File: src/rtl/seg7_scan_driver_if.sv
// Datapath-side port bundle for seg7_scan_driver.
// The master drives the value, decimal points and blanking control; the slave returns the scanned pins and status.
interface seg7_scan_driver_if #(
  parameter int unsigned DIGITS = 4
);
  logic                  load;
  logic [4*DIGITS-1:0]   data;
  logic [DIGITS-1:0]     dp;
  logic                  lzb;
  logic [6:0]            seg;
  logic                  seg_dp;
  logic [DIGITS-1:0]     an;
  logic                  busy;
  logic                  frame_tick;

  modport master (
    output load, data, dp, lzb,
    input  seg, seg_dp, an, busy, frame_tick
  );

  modport slave (
    input  load, data, dp, lzb,
    output seg, seg_dp, an, busy, frame_tick
  );
endinterface

File: src/rtl/seg7_scan_driver.sv
// Time-multiplexed common-anode 7-segment driver with double-buffered digits, leading-zero blanking and dead time.
// Define SEG7_HEX_EN to decode values 10..15 as A,b,C,d,E,F; otherwise those values are blanked.
module seg7_scan_driver #(
  parameter int unsigned DIGITS = 4,
  parameter int unsigned DIV    = 50000
) (
  input  logic               clk,
  input  logic               rst_n,
  seg7_scan_driver_if.slave  bus
);
  localparam int unsigned PW = (DIV > 1) ? $clog2(DIV) : 1;
  localparam int unsigned IW = (DIGITS > 1) ? $clog2(DIGITS) : 1;
  localparam int unsigned DW = 4 * DIGITS;

  logic [PW-1:0]     pc;
  logic [IW-1:0]     idx;
  logic [DW-1:0]     disp_data;
  logic [DW-1:0]     pend_data;
  logic [DIGITS-1:0] disp_dp;
  logic [DIGITS-1:0] pend_dp;
  logic              pend_v;
  logic              wrap_q;
  logic [6:0]        seg_q;
  logic              seg_dp_q;
  logic [DIGITS-1:0] an_q;
  logic              frame_tick_q;

  logic              tick_c;
  logic              wrap_c;
  logic [DIGITS-1:0] blank_c;
  logic [3:0]        cur_c;
  logic [6:0]        cur_seg_c;

  // Active-low a..g (a at bit 6).
  function automatic logic [6:0] decode(input logic [3:0] v);
    case (v)
      4'd0:    decode = 7'b0000001;
      4'd1:    decode = 7'b1001111;
      4'd2:    decode = 7'b0010010;
      4'd3:    decode = 7'b0000110;
      4'd4:    decode = 7'b1001100;
      4'd5:    decode = 7'b0100100;
      4'd6:    decode = 7'b0100000;
      4'd7:    decode = 7'b0001111;
      4'd8:    decode = 7'b0000000;
      4'd9:    decode = 7'b0000100;
`ifdef SEG7_HEX_EN
      4'd10:   decode = 7'b0001000;
      4'd11:   decode = 7'b1100000;
      4'd12:   decode = 7'b0110001;
      4'd13:   decode = 7'b1000010;
      4'd14:   decode = 7'b0110000;
      4'd15:   decode = 7'b0111000;
`endif
      default: decode = 7'b1111111;
    endcase
  endfunction

  always_comb begin
    tick_c = (pc == PW'(DIV - 1));
    wrap_c = tick_c && (idx == IW'(DIGITS - 1));
  end

  // Blank zeros from the most significant digit down until the first non-zero; digit 0 always shows.
  always_comb begin
    logic run;
    run     = bus.lzb;
    blank_c = '0;
    for (int i = DIGITS - 1; i > 0; i--) begin
      run        = run && (disp_data[4*i +: 4] == 4'd0);
      blank_c[i] = run;
    end
  end

  always_comb begin
    cur_c     = disp_data[4*idx +: 4];
    cur_seg_c = blank_c[idx] ? 7'b1111111 : decode(cur_c);
  end

  // Scan counters, double buffer and registered pin drive.
  always_ff @(posedge clk or negedge rst_n) begin
    if (!rst_n) begin
      pc           <= '0;
      idx          <= '0;
      disp_data    <= '0;
      disp_dp      <= '0;
      pend_data    <= '0;
      pend_dp      <= '0;
      pend_v       <= 1'b0;
      wrap_q       <= 1'b0;
      frame_tick_q <= 1'b0;
      seg_q        <= 7'b1111111;
      seg_dp_q     <= 1'b1;
      an_q         <= '1;
    end else begin
      pc <= tick_c ? '0 : pc + PW'(1);
      if (tick_c) begin
        idx <= wrap_c ? '0 : idx + IW'(1);
      end

      // A load landing on the frame boundary bypasses the pending buffer.
      if (wrap_c) begin
        if (bus.load) begin
          disp_data <= bus.data;
          disp_dp   <= bus.dp;
        end else if (pend_v) begin
          disp_data <= pend_data;
          disp_dp   <= pend_dp;
        end
        pend_v <= 1'b0;
      end else if (bus.load) begin
        pend_data <= bus.data;
        pend_dp   <= bus.dp;
        pend_v    <= 1'b1;
      end

      // Two stages so the pulse lines up with the first digit-0 output of the frame.
      wrap_q       <= wrap_c;
      frame_tick_q <= wrap_q;

      if (tick_c) begin
        an_q     <= '1;
        seg_q    <= 7'b1111111;
        seg_dp_q <= 1'b1;
      end else begin
        an_q     <= ~(DIGITS'(1) << idx);
        seg_q    <= cur_seg_c;
        seg_dp_q <= ~disp_dp[idx];
      end
    end
  end

  assign bus.seg        = seg_q;
  assign bus.seg_dp     = seg_dp_q;
  assign bus.an         = an_q;
  assign bus.busy       = pend_v;
  assign bus.frame_tick = frame_tick_q;
endmodule

File: src/flat_wrapper.sv
// flat-port wrapper written by rule: the top's interface ports become plain ports
module seg7_scan_driver_flat 
#(
  parameter int unsigned DIGITS = 4,
  parameter int unsigned DIV    = 50000
)
  (clk, rst_n, bus_load, bus_data, bus_dp, bus_lzb, bus_seg, bus_seg_dp, bus_an, bus_busy, bus_frame_tick);
  seg7_scan_driver_if #(.DIGITS(DIGITS)) bus_i ();
  input  logic clk;
  input  logic rst_n;
  input wire logic [$bits(bus_i.load)-1:0] bus_load;
  input wire logic [$bits(bus_i.data)-1:0] bus_data;
  input wire logic [$bits(bus_i.dp)-1:0] bus_dp;
  input wire logic [$bits(bus_i.lzb)-1:0] bus_lzb;
  output wire logic [$bits(bus_i.seg)-1:0] bus_seg;
  output wire logic [$bits(bus_i.seg_dp)-1:0] bus_seg_dp;
  output wire logic [$bits(bus_i.an)-1:0] bus_an;
  output wire logic [$bits(bus_i.busy)-1:0] bus_busy;
  output wire logic [$bits(bus_i.frame_tick)-1:0] bus_frame_tick;
  assign bus_i.load = bus_load;
  assign bus_i.data = bus_data;
  assign bus_i.dp = bus_dp;
  assign bus_i.lzb = bus_lzb;
  assign bus_seg = bus_i.seg;
  assign bus_seg_dp = bus_i.seg_dp;
  assign bus_an = bus_i.an;
  assign bus_busy = bus_i.busy;
  assign bus_frame_tick = bus_i.frame_tick;
  seg7_scan_driver #(.DIGITS(DIGITS), .DIV(DIV)) u_core (.clk(clk), .rst_n(rst_n), .bus(bus_i));
endmodule
File: config.mk
export PLATFORM = sky130hd
export DESIGN_NAME = seg7_scan_driver_flat
export DESIGN_NICKNAME = d
export VERILOG_FILES = /design/src/rtl/seg7_scan_driver_if.sv /design/src/rtl/seg7_scan_driver.sv /design/src/flat_wrapper.sv
export SDC_FILE = /design/constraint.sdc
export NUM_CORES = 1
export LEC_CHECK = 0
export ABC_AREA = 1
export CAP_MARGIN = 20
export CORE_MARGIN = 2
export CORE_UTILIZATION = 55
export CTS_BUF_LIST = sky130_fd_sc_hd__clkbuf_8 sky130_fd_sc_hd__clkbuf_16
export CTS_CLUSTER_SIZE = 24
export DETAILED_ROUTE_END_ITERATION = 12
export PLACE_DENSITY = 0.88
export RECOVER_POWER = 100
export SETUP_SLACK_MARGIN = 0.1
export SYNTH_ARGS = -nofsm -noshare
export SYNTH_HDL_FRONTEND = slang
export SYNTH_SLANG_ARGS = --single-unit
File: constraint.sdc
create_clock -name clk -period 1.7 [get_ports clk]
set_input_delay 0.255 -clock clk [delete_from_list [all_inputs] [get_ports clk]]
set_output_delay 0.255 -clock clk [all_outputs]
set_load 0.01 [all_outputs]
# Word level (Yosys, flattened, before mapping)
# Memories as Yosys holds them, arrays and structs flattened.
# Cells that the tools add are included.
# Widths: inputs -> output; s select.
[op_classes]
n_addsub = 2
n_lt_le_gt_ge = 1
eq_ne = 2
shifts = 2
mux = 16
bitwise_logic = 3
n_reduce_logical = 11
[ops]
columns = ["op", "n"]
rows = [
  ["$mux 16", 3],
  ["$add 16x1->16 const B", 1],
  ["$eq 16x16->1 const B", 1],
  ["$shiftx 16x5->4", 1],
  ["$mux 7", 2],
  ["$logic_not 4->1", 3],
  ["$mux 4", 3],
  ["$mux 1", 5],
  ["$bmux 1 s2", 2],
  ["$logic_and 1x1->1", 4],
  ["$not 4->4", 1],
  ["$reduce_and 2->1", 2],
  ["$reduce_bool 2->1", 2],
  ["$shl 1x2->4 const A", 1],
  ["$lt 2x3->1 const B", 1],
  ["$add 2x1->2 const B", 1],
  ["$eq 2x2->1 const B", 1],
  ["$mux 2", 1],
  ["$not 1->1", 2],
]
[word_totals]
reg_bits = 73
rom_bits = 112
in_bits = 24
memories = 1
[memory_table]
columns = ["memory", "depth", "width", "read_ports", "rd_ports_with_merged_regs", "wr", "line_no", "rtl"]
rows = [
  ["(no name shown)", 16, 7, 1, 0, 0, "seg7_scan_driver.sv:36", "case (v)"],
]

# Longest topological paths before layout
[depth]
word_depth = 8
ltp_mapped = 11

# Worst setup path before layout
# No wires, ideal clock.
[synth_path]
path_kind = "register to register"
from = "register u_core.idx[0]"
to = "register u_core.seg_q[3], in the netlist u_core.bus.seg[3]"
t_arrival_ps = 1475
setup_slack_ps = 129
path_stages_with_launch = 11
path_buffers = 1
period_less_slack_ps = 1571
cell_sequence = "dfrtp_1 -> buf_2 -> nand2_1 -> nand2_1 -> nand2_1 -> nand2_1 -> inv_1 -> ha_1 -> nand3_1 -> nand3_1 -> nand3_1"
[synth_via]
elab_chain_len = 4
word_cells_on_any_way = 6
cone_classes = "shift: 1; mux: 4; memory: 1"
[synth_rtl]
columns = ["element", "line_no", "rtl"]
rows = [
  ["from (decl)", "seg7_scan_driver.sv:16", "logic [IW-1:0] idx;"],
  ["from (signal assigned)", "seg7_scan_driver.sv:98", "idx <= wrap_c ? '0 : idx + IW'(1);"],
  ["$shiftx 16x5->4 / $bmux 1 s2 (equally long branches)", "seg7_scan_driver.sv:76, seg7_scan_driver.sv:77", ""],
  ["$mem_v2 16x7 / $mux 1 (equally long branches)", "n/a", ""],
  ["$mux 7 (*)", "seg7_scan_driver.sv:77", "cur_seg_c = blank_c[idx] ? 7'b1111111 : decode(cur_c);"],
  ["$mux 7 (*)", "seg7_scan_driver.sv:121", "if (tick_c) begin"],
  ["to (signal assigned)", "seg7_scan_driver.sv:127", "seg_q <= cur_seg_c;"],
  ["to (decl)", "seg7_scan_driver.sv:23", "logic [6:0] seg_q;"],
]
# Mark *: on every way between the ends. The rest lies on a longest branch, timed or not. The select of a mux whose other input is x is not followed.
# A chain may end at the register's enable or synchronous reset.

# Worst setup path after layout
# Same ends and word-level chain as after synthesis.

==> out/qor.txt <==
status: completed
via count of the routed design: 3643
register area share after synthesis: 0.472
Clock Skews: 0.0114 ns
dpl ws: -0.00767 ns
Nets: 600
Slew Viols, Final: 0
share of cells above drive strength 1: 0.200
diode count: 0
met3 usage: 0.0443
Avg Vias per Cell: 5.47
Post-DP Area: 0.00439 sq mm
ys async rst share: 1.00
r2r startpoint: u_core.idx[0]$_DFFE_PN0P_
Die X: 88.2 um
ys flop type: dfrtp_1
HP Class: reg2reg
endpoint of the worst register-to-register path: u_core.bus.seg[3]$_DFF_PN1_
total chip power: 3.60 mW
Post-Syn Nets: 534
Tcrit/Tclk final: 0.953
die area: 0.00778 sq mm
Avg WL per Cell: 15.2 um
CP Class: reg2reg
Post-synth EDFFs: 0
P&R area growth vs syn: 28.9%
Tightest Pin Transition: 0.611 ns
Pleak: 2.60 nW
final hold vios: 0
Top Ports: 38
GRT met2 Usage: 0.423
number of synthesis warnings: 0
DP HPWL: 5850 um
first-pass GRT wire length: 15000 um
Clock Sinks: 73
core area: 0.00683 sq mm
largest net degree at the start of global routing: 37
Port Buffer Count: 37
Hold Path Depth: 0
Netlist cell types: 28
FILL cells: 488
post-synthesis cell count: 499
H-Tree Level Count: 3
min cycle time layout: 1.62 ns
Peak supply drop: 0.550 mV
WL final: 10100 um
Worst EP required: 1.98 ns
Hold Startpoint: u_core.wrap_q$_DFF_PN0_
Worst EP arrival: 1.90 ns
CTS Buf Count: 9
GR peak layer: met2
Avg Inst Size Synth: 7.82 sq um
fmax: 617 MHz
initial cell density of the core: 0.571
reg2reg setup slack: 0.08 ns
clock buffer depth: 2
Initial DRT Pass Iterations: 8
Die Ht: 88.2 um
Post-DRT Antenna Nets: 0
Hold Path End: u_core.bus.frame_tick$_DFF_PN0_
initial antenna violation count: 0
CTS tree: yes
number of global-route vias before repair: 3411
Slew headroom: 0.593
grt met1 use: 0.311
Iter 0 DRT Violations: 282
Clk Latency, worst-skew pair: 0.36 ns
Final Instance Area: 0.00503 sq mm
startpoint types: flip-flop
Overflow after GRT: 0
most frequent cells in the layout: nand2_1 (165), dfrtp_1 (59), inv_1 (50)
Setup Viol. Count Final: 0
maxcap violations: 0
GRT Total Usage: 0.248
Crit Path Max Fanout: 6
commonest non-fill, non-tap cell in the layout: nand2_1
clk slew on worst S/H paths: 0.08 ns
Final WS setup: 0.0801 ns
Syn Std Cell Area: 0.00390 sq mm
placement row count: 30
Remaining DRCs: 0
GP Congestion: 0.839
r2r worst-path depth: 10
clk root buf: clkbuf_8
Crit. End Element: flip-flop
synthesized flop and latch total: 73
unrepaired setup endpoints after global routing: yes
Pwr Density: 716 mW/mm^2
==> Yosys cell counts, types with 7 or more instances <==
cell type / count / share of area
nand2_1: 170 / 0.16
ha_1: 11 / 0.035
dfrtp_1: 61 / 0.39
buf_6: 8 / 0.023
inv_1: 53 / 0.051
nand3_1: 49 / 0.063
xor2_1: 7 / 0.016
nor2_1: 38 / 0.037
dfstp_2: 12 / 0.081
o21ai_0: 26 / 0.033
nand4_1: 21 / 0.034
clkbuf_1: 7 / 0.0067
==> sequential cells by signal, indices dropped and copies added, names as in the netlist <==
signal,flops
u_core.disp_dp,4
u_core.bus.seg_dp,1
u_core.bus.an,4
u_core.bus.busy,1
u_core.bus.seg,7
u_core.pend_data,16
u_core.bus.frame_tick,1
u_core.pend_dp,4
u_core.wrap_q,1
u_core.idx,2
u_core.disp_data,16
u_core.pc,16
==> worst max-delay path, cell delays in order, from the launching register on <==
cell and delay (ns):
dfrtp_2 0.47, inv_4 0.11, nand2_1 0.06, nand2_1 0.06
nand2_1 0.09, nand2_2 0.14, inv_4 0.06, ha_4 0.26
nand3_2 0.10, nand3_2 0.10, nand3_1 0.07
==> stage by stage <==
step	std cells	hold WS, ns	TNS, ns	utilization
4_1_cts	647	0.355	0	0.689
5_1_grt	666	0.364	0	0.736
6_report	666	0.354	0	0.736
3_5_place_dp	625	0.278	-0.0133	0.642
3_3_place_gp	625	0.274	0	0.642
2_1_floorplan	499	-0.0406	0	-
==> repair_timing <==
action	in CTS	in global routing
pin swaps	2	15
gates cloned	2	7
gates resized for setup	23	41
endpoints found under the setup margin	59	50
setup buffers	3	12
hold endpoints to repair	11	0
hold buffers	1	0
==> where the power goes <==
group	switching, mW	leakage [nW]	internal [mW]
logic	0.131	1.57	0.0948
clock network	0.733	0.106	0.838
registers	0.0238	0.918	1.78
total	0.888	2.60	2.71
==> logic make-up after synthesis <==
logic type / after synthesis / share of synthesized area
AND/OR/NAND/NOR: 298 / 0.343
buffers and inverters: 79 / 0.0930
flip-flops: 73 / 0.472
AO/OA/AOI/OAI: 30 / 0.0388
adder cells (fa/ha/maj): 11 / 0.0353
XOR/XNOR: 8 / 0.0180
==> routing by layer <==
| metal | part of all wire | vias up | routed length (um) |
|---|---|---|---|
| met5 | 0 | - | 0 |
| met2 | 0.53 | 166 | 5360 |
| met3 | 0.062 | 32 | 624 |
| met1 | 0.38 | 1734 | 3870 |
| met4 | 0.025 | 0 | 250 |
| li1 | - | 1711 | - |
==> worst max-delay path by stage <==
| stage | slack [ns] | depth (start not counted) | from | endpoint |
|---|---|---|---|---|
| floorplan | 0.13 | 10 | u_core.idx[0]$_DFFE_PN0P_ | u_core.bus.seg[3]$_DFF_PN1_ |
| global placement | 0.06 | 9 | u_core.idx[0]$_DFFE_PN0P_ | u_core.bus.seg[1]$_DFF_PN1_ |
| detailed placement | -0.008 | 9 | u_core.idx[0]$_DFFE_PN0P_ | u_core.bus.seg[1]$_DFF_PN1_ |
| CTS | 0.02 | 10 | u_core.idx[0]$_DFFE_PN0P_ | u_core.bus.seg[3]$_DFF_PN1_ |
| global route | 0.008 | 8 | u_core.pc[1]$_DFF_PN0_ | u_core.disp_data[10]$_DFFE_PN0P_ |
| finish | 0.08 | 10 | u_core.idx[0]$_DFFE_PN0P_ | u_core.bus.seg[3]$_DFF_PN1_ |
==> cell type report <==
cell class | instances | area, sq um | share of cell area
sequential | 73 | 1840 | 0.367
clock inverter | 7 | 101 | 0.0202
clock buffer | 9 | 124 | 0.0246
timing repair buffer | 74 | 744 | 0.148
tap | 96 | 120 | 0.0239
inverter | 56 | 218 | 0.0433
multi-input combinational | 351 | 1880 | 0.373
(Power assumes the default switching activity.)
==> patch 1: new RTL, same settings <==
`DIV` is set to 50000 in 2 places; all go to 200000.
--- a/src/rtl/seg7_scan_driver.sv
+++ b/src/rtl/seg7_scan_driver.sv
@@ -2,7 +2,7 @@
 // Define SEG7_HEX_EN to decode values 10..15 as A,b,C,d,E,F; otherwise those values are blanked.
 module seg7_scan_driver #(
   parameter int unsigned DIGITS = 4,
-  parameter int unsigned DIV    = 50000
+  parameter int unsigned DIV    = 200000
 ) (
   input  logic               clk,
   input  logic               rst_n,
--- a/src/flat_wrapper.sv
+++ b/src/flat_wrapper.sv
@@ -2,7 +2,7 @@
 module seg7_scan_driver_flat 
 #(
   parameter int unsigned DIGITS = 4,
-  parameter int unsigned DIV    = 50000
+  parameter int unsigned DIV    = 200000
 )
   (clk, rst_n, bus_load, bus_data, bus_dp, bus_lzb, bus_seg, bus_seg_dp, bus_an, bus_busy, bus_frame_tick);
   seg7_scan_driver_if #(.DIGITS(DIGITS)) bus_i ();
Function: same outputs for any inputs over 10 cycles, from zero or initial values and one cycle with rst_n low; that may be too few to reach the edited logic, so the function may still have changed.
==> patch 1 against the original RTL <==
Power shrank 2.1%. Synthesized area shrank 2.0%. Global-route usage shrank 2.4 points. Clock power shrank 8%. Die area shrank 1.9%. Fmax shrank 0.53%. Count of clock-buffer cells in the layout grew 3. Sequential cell count grew 2. Sequential power grew 3%. Final area shrank 7.9%. Setup slack lost 0.0086 ns. Routed wire length shrank 17%. Non-clock buffer count shrank 13. Highest routed layer unchanged.
==> patch 1: results (changes against the original RTL) <==
- Mapped Avg Cell Area: 8.50 um^2 (was 7.82 um^2)
- Placed cell count: 561 (was 625)
- Vias in the first global route: 2988 (was 3411)
- Leak pwr: 0.00234 uW (was 0.00260 uW)
- Routed wl met2: 4140 um (was 5360 um)
- Commonest cells post-synth: 148 x nand2_1, 63 x dfrtp_1, 47 x nand3_1 (was 170 x nand2_1, 61 x dfrtp_1, 53 x inv_1)
- Met1 wire length: 3650 um (was 3870 um)
- Vias/cell: 5.54 (was 5.47)
- Layout cells sized above 1: 0.182 (was 0.200)
- Slowest stage delay, CP: 0.42 ns (was 0.47 ns)
- Area Growth Syn to Fin: 21.1% (was 28.9%)
- Peak supply drop: 0.506 mV (was 0.550 mV)
- Largest regs: u_core.pc x18, u_core.disp_data x16, u_core.pend_data x16 (was u_core.disp_data x16, u_core.pc x16, u_core.pend_data x16)
- Synth Area in Adders: 0.0360 (was 0.0353)
- Total GRT Usage: 0.224 (was 0.248)
- Multi-input logic area: 1740 um^2 (was 1880 um^2)
- Clock buffer count: 12 (was 9)
- Layout net count: 536 (was 600)
- Xor/xnor cell area share of the yosys netlist: 0.0298 (was 0.0180)
- Critical path arrival: 1.88 ns (was 1.90 ns)
- NonClk Buf Share: 0.122 (was 0.148)
- Sequential cell area share: 0.409 (was 0.367)
- Seq Cell Count: 75 (was 73)
- Largest net degree at the start of global routing: 76 (was 37)
- Hold Worst Slack: 0.352 ns (was 0.354 ns)
- Repair and plain buffers: 61 (was 74)
- DR vias: 3248 (was 3643)
- Status: complete, no violations (unchanged)
- Multi-input gates: 323 (was 351)
- R2r startpoint: u_core.pc[0] (was u_core.idx[0])
- Inverters: 31 (was 56)
patch 1: cell types whose count changed after synthesis, sizes merged, moves of 3 or more:
cell and change:
nand2 -26, inv -25, mux2 +20, o21ai -20, nand3 -5, clkbuf -3, nor2 -3, nor3 +3
xnor2 +3
patch 1: repair_timing:
item / in CTS / in global routing
hold buffers: 1 / 0
endpoints found under the setup margin: 36 / 53
resized for setup: 16 / 17
pin swaps: 1 / 4
endpoints found under the hold margin: 63 / 0
buffers inserted: 1 / 5
cloned: 0 / 2
patch 1: power groups by stage:
stage	logic, uW	clock network [uW]	registers, uW
2_1_floorplan	111	0	1880
6_report	235	1440	1850
3_5_place_dp	235	0	1880
4_1_cts	240	1470	1850
3_3_place_gp	228	0	1880
5_1_grt	260	1540	1850
patch 1: cells by family after synthesis:
logic type	after synthesis
AND/OR/NAND/NOR	269
flip-flops	75
multiplexers	20
XOR/XNOR	13
buffers and inverters	52
adder cells (fa/ha/maj)	11
AO/OA/AOI/OAI	10
==> patch 2: new RTL, config.mk and constraints unchanged <==
Without the edit above. Reset style: synchronous (`rst_n`), changed in one clocked block.
--- a/src/rtl/seg7_scan_driver.sv
+++ b/src/rtl/seg7_scan_driver.sv
@@ -78,7 +78,7 @@
   end
 
   // Scan counters, double buffer and registered pin drive.
-  always_ff @(posedge clk or negedge rst_n) begin
+  always_ff @(posedge clk) begin
     if (!rst_n) begin
       pc           <= '0;
       idx          <= '0;
Formal check against the unedited RTL: differs if rst_n is asserted again (counterexample within 4 cycles, from zero or initial values and one cycle with rst_n low); with rst_n held inactive, the same outputs for 10 cycles.
==> patch 2 against the original RTL <==
The run now ends with negative setup slack left. Final area is 5.7% lower. Count of clock-buffer cells in the layout is 1 higher. Largest power group unchanged. Synthesized area is 8.2% lower. Critical endpoint is now u_core.bus.seg[3]. Routed wire length is 4.5% lower. Sequential cell count stayed put. Power is 2.9% lower. Setup slack worse by 0.23 ns. Non-clock buffer count is 2 lower. First-iteration DRC count is 2.8% lower.
==> patch 2: results (changes against the original RTL) <==
- Met1 usage: 0.297 (was 0.311)
- Total GRT Usage: 0.230 (was 0.248)
- Syn Nets: 542 (was 534)
- CP max FO: 12 (was 6)
- Flop-to-flop setup slack: -0.15 ns (was 0.08 ns)
- Worst-Margin Slew: 0.755 ns (was 0.611 ns)
- Largest net degree at the start of global routing: 41 (was 37)
- R2r startpoint: u_core.idx[0] (unchanged)
- Register area share after synthesis: 0.408 (was 0.472)
- Critical path arrival: 2.10 ns (was 1.90 ns)
- DRT Pass-1 Iters: 6 (was 8)
- Setup_tns: -0.807 ns (was 0 ns)
- Final worst slack: -0.155 ns (was 0.0801 ns)
- Failing checks: negative setup slack
- Vias/cell: 5.63 (was 5.47)
- Largest regs: u_core.disp_data x16, u_core.pc x16, u_core.pend_data x16 (unchanged)
- HP Start: u_core.wrap_q (unchanged)
- Commonest cells post-synth: 112 x nand2_1, 73 x dfxtp_1, 56 x a21oi_1 (was 170 x nand2_1, 61 x dfrtp_1, 53 x inv_1)
- Met2 Usage GRT: 0.368 (was 0.423)
- R2R Path End: u_core.bus.seg[3] (unchanged)
- Final setup violation count: 13 (was 0)
- Dpl ws: -0.0675 ns (was -0.00767 ns)
- Layout cells sized above 1: 0.208 (was 0.200)
- Status: finished with violations (was complete, no violations)
- Ys flop type: dfxtp_1 (was dfrtp_1)
- Asr flop ratio synth: 0 (was 1.00)
- Layout net count: 596 (was 600)
- Largest cells by area after synthesis: dfxtp_1 41%, nand2_1 12%, a21oi_1 7.8% (was dfrtp_1 39%, nand2_1 16%, dfstp_2 8.1%)
- GPL Wtd Cong: 0.907 (was 0.839)
- Clk_skew: 0.00816 ns (was 0.0114 ns)
- Slowest stage delay, CP: 0.38 ns (was 0.47 ns)
- Fillers: 442 (was 488)
- Netlist cell types: 30 (was 28)
- Hold Path Sink: u_core.bus.frame_tick (unchanged)
- First-pass GRT wire length: 13500 um (was 15000 um)
- HPWL Detailed: 5210 um (was 5850 um)
- Crit path max-delay cell type: dfxtp_2 (was dfrtp_2)
- Vias in the first global route: 3105 (was 3411)
- Switching share of power: 0.250 (was 0.247)
- Peak supply drop: 0.604 mV (was 0.550 mV)
- Hold Worst Slack: 0.439 ns (was 0.354 ns)
- Global Route met3 Usage: 0.0383 (was 0.0443)
patch 2: metal layers:
layer,up-vias,share of wire
met4,0,0.041
met1,1632,0.40
li1,1763,-
met5,-,0
met2,185,0.49
met3,40,0.065
patch 2: logic make-up after synthesis:
kind of cell	share of synthesized area
AOI/OAI and AO/OA	0.132
xor gates and xnor gates	0.00734
adders and majority gates	0.0384
buffers and inverters	0.101
DFF	0.408
and+or+nand+nor	0.314
patch 2: repair_timing:
action / 4_1_cts / 5_1_grt
resized for setup: 14 / 55
endpoints found under the hold margin: 0 / 0
setup buffers: 4 / 12
cloned: 3 / 2
hold buffers: 0 / 0
endpoints found under the setup margin: 49 / 66
pin swaps: 1 / 9
patch 2: cell type report:
class                      instances  area [um^2]  share of cell area
sequential                        73         1470               0.309
inverter                          50          193              0.0406
timing repair buffer              72          807               0.170
multi-input combinational        355         1980               0.418
clock buffer                      10          138              0.0290
clock inverter                     6         57.6              0.0121
tap                               77         96.3              0.0203
patch 2: worst max-delay path by stage:
| stage | start | end | slack [ns] | depth (start not counted) |
|---|---|---|---|---|
| final | u_core.idx[0] | u_core.bus.seg[3] | -0.15 | 10 |
| after global routing | u_core.idx[0] | u_core.bus.seg[3] | -0.24 | 10 |
| after CTS | u_core.pc[0] | u_core.disp_dp[3] | 0.06 | 10 |
| after detailed placement | u_core.pc[0] | u_core.pend_data[2] | -0.07 | 8 |
| after global placement | bus_load | u_core.disp_data[3] | 0.04 | 5 |
| after floorplan | u_core.idx[0] | u_core.bus.seg[3] | 0.12 | 10 |
patch 2: worst register-to-register path, cell delays in order, from the launching register on:
cell and delay, ns:
dfxtp_2 0.38, buf_6 0.16, nor2_2 0.05, nor2_1 0.18
o21ai_0 0.18, nand2_1 0.20, inv_2 0.09, ha_1 0.30
nand2_2 0.06, nand3_1 0.07, nand3_1 0.07
patch 2: through the flow:
| stage | instances | cell area, um^2 |
|---|---|---|
| after detailed placement | 607 | 4040 |
| after global routing | 643 | 4740 |
| after CTS | 630 | 4410 |
| after floorplan | 507 | 3580 |
| after global placement | 607 | 4040 |
| final | 643 | 4740 |
patch 2: power by group through the flow:
stage	clock network (uW)	logic [uW]	registers, uW
after global placement	0	276	1820
after global routing	1450	359	1790
after CTS	1360	293	1780
final	1380	326	1790
after detailed placement	0	285	1820
after floorplan	0	165	1820
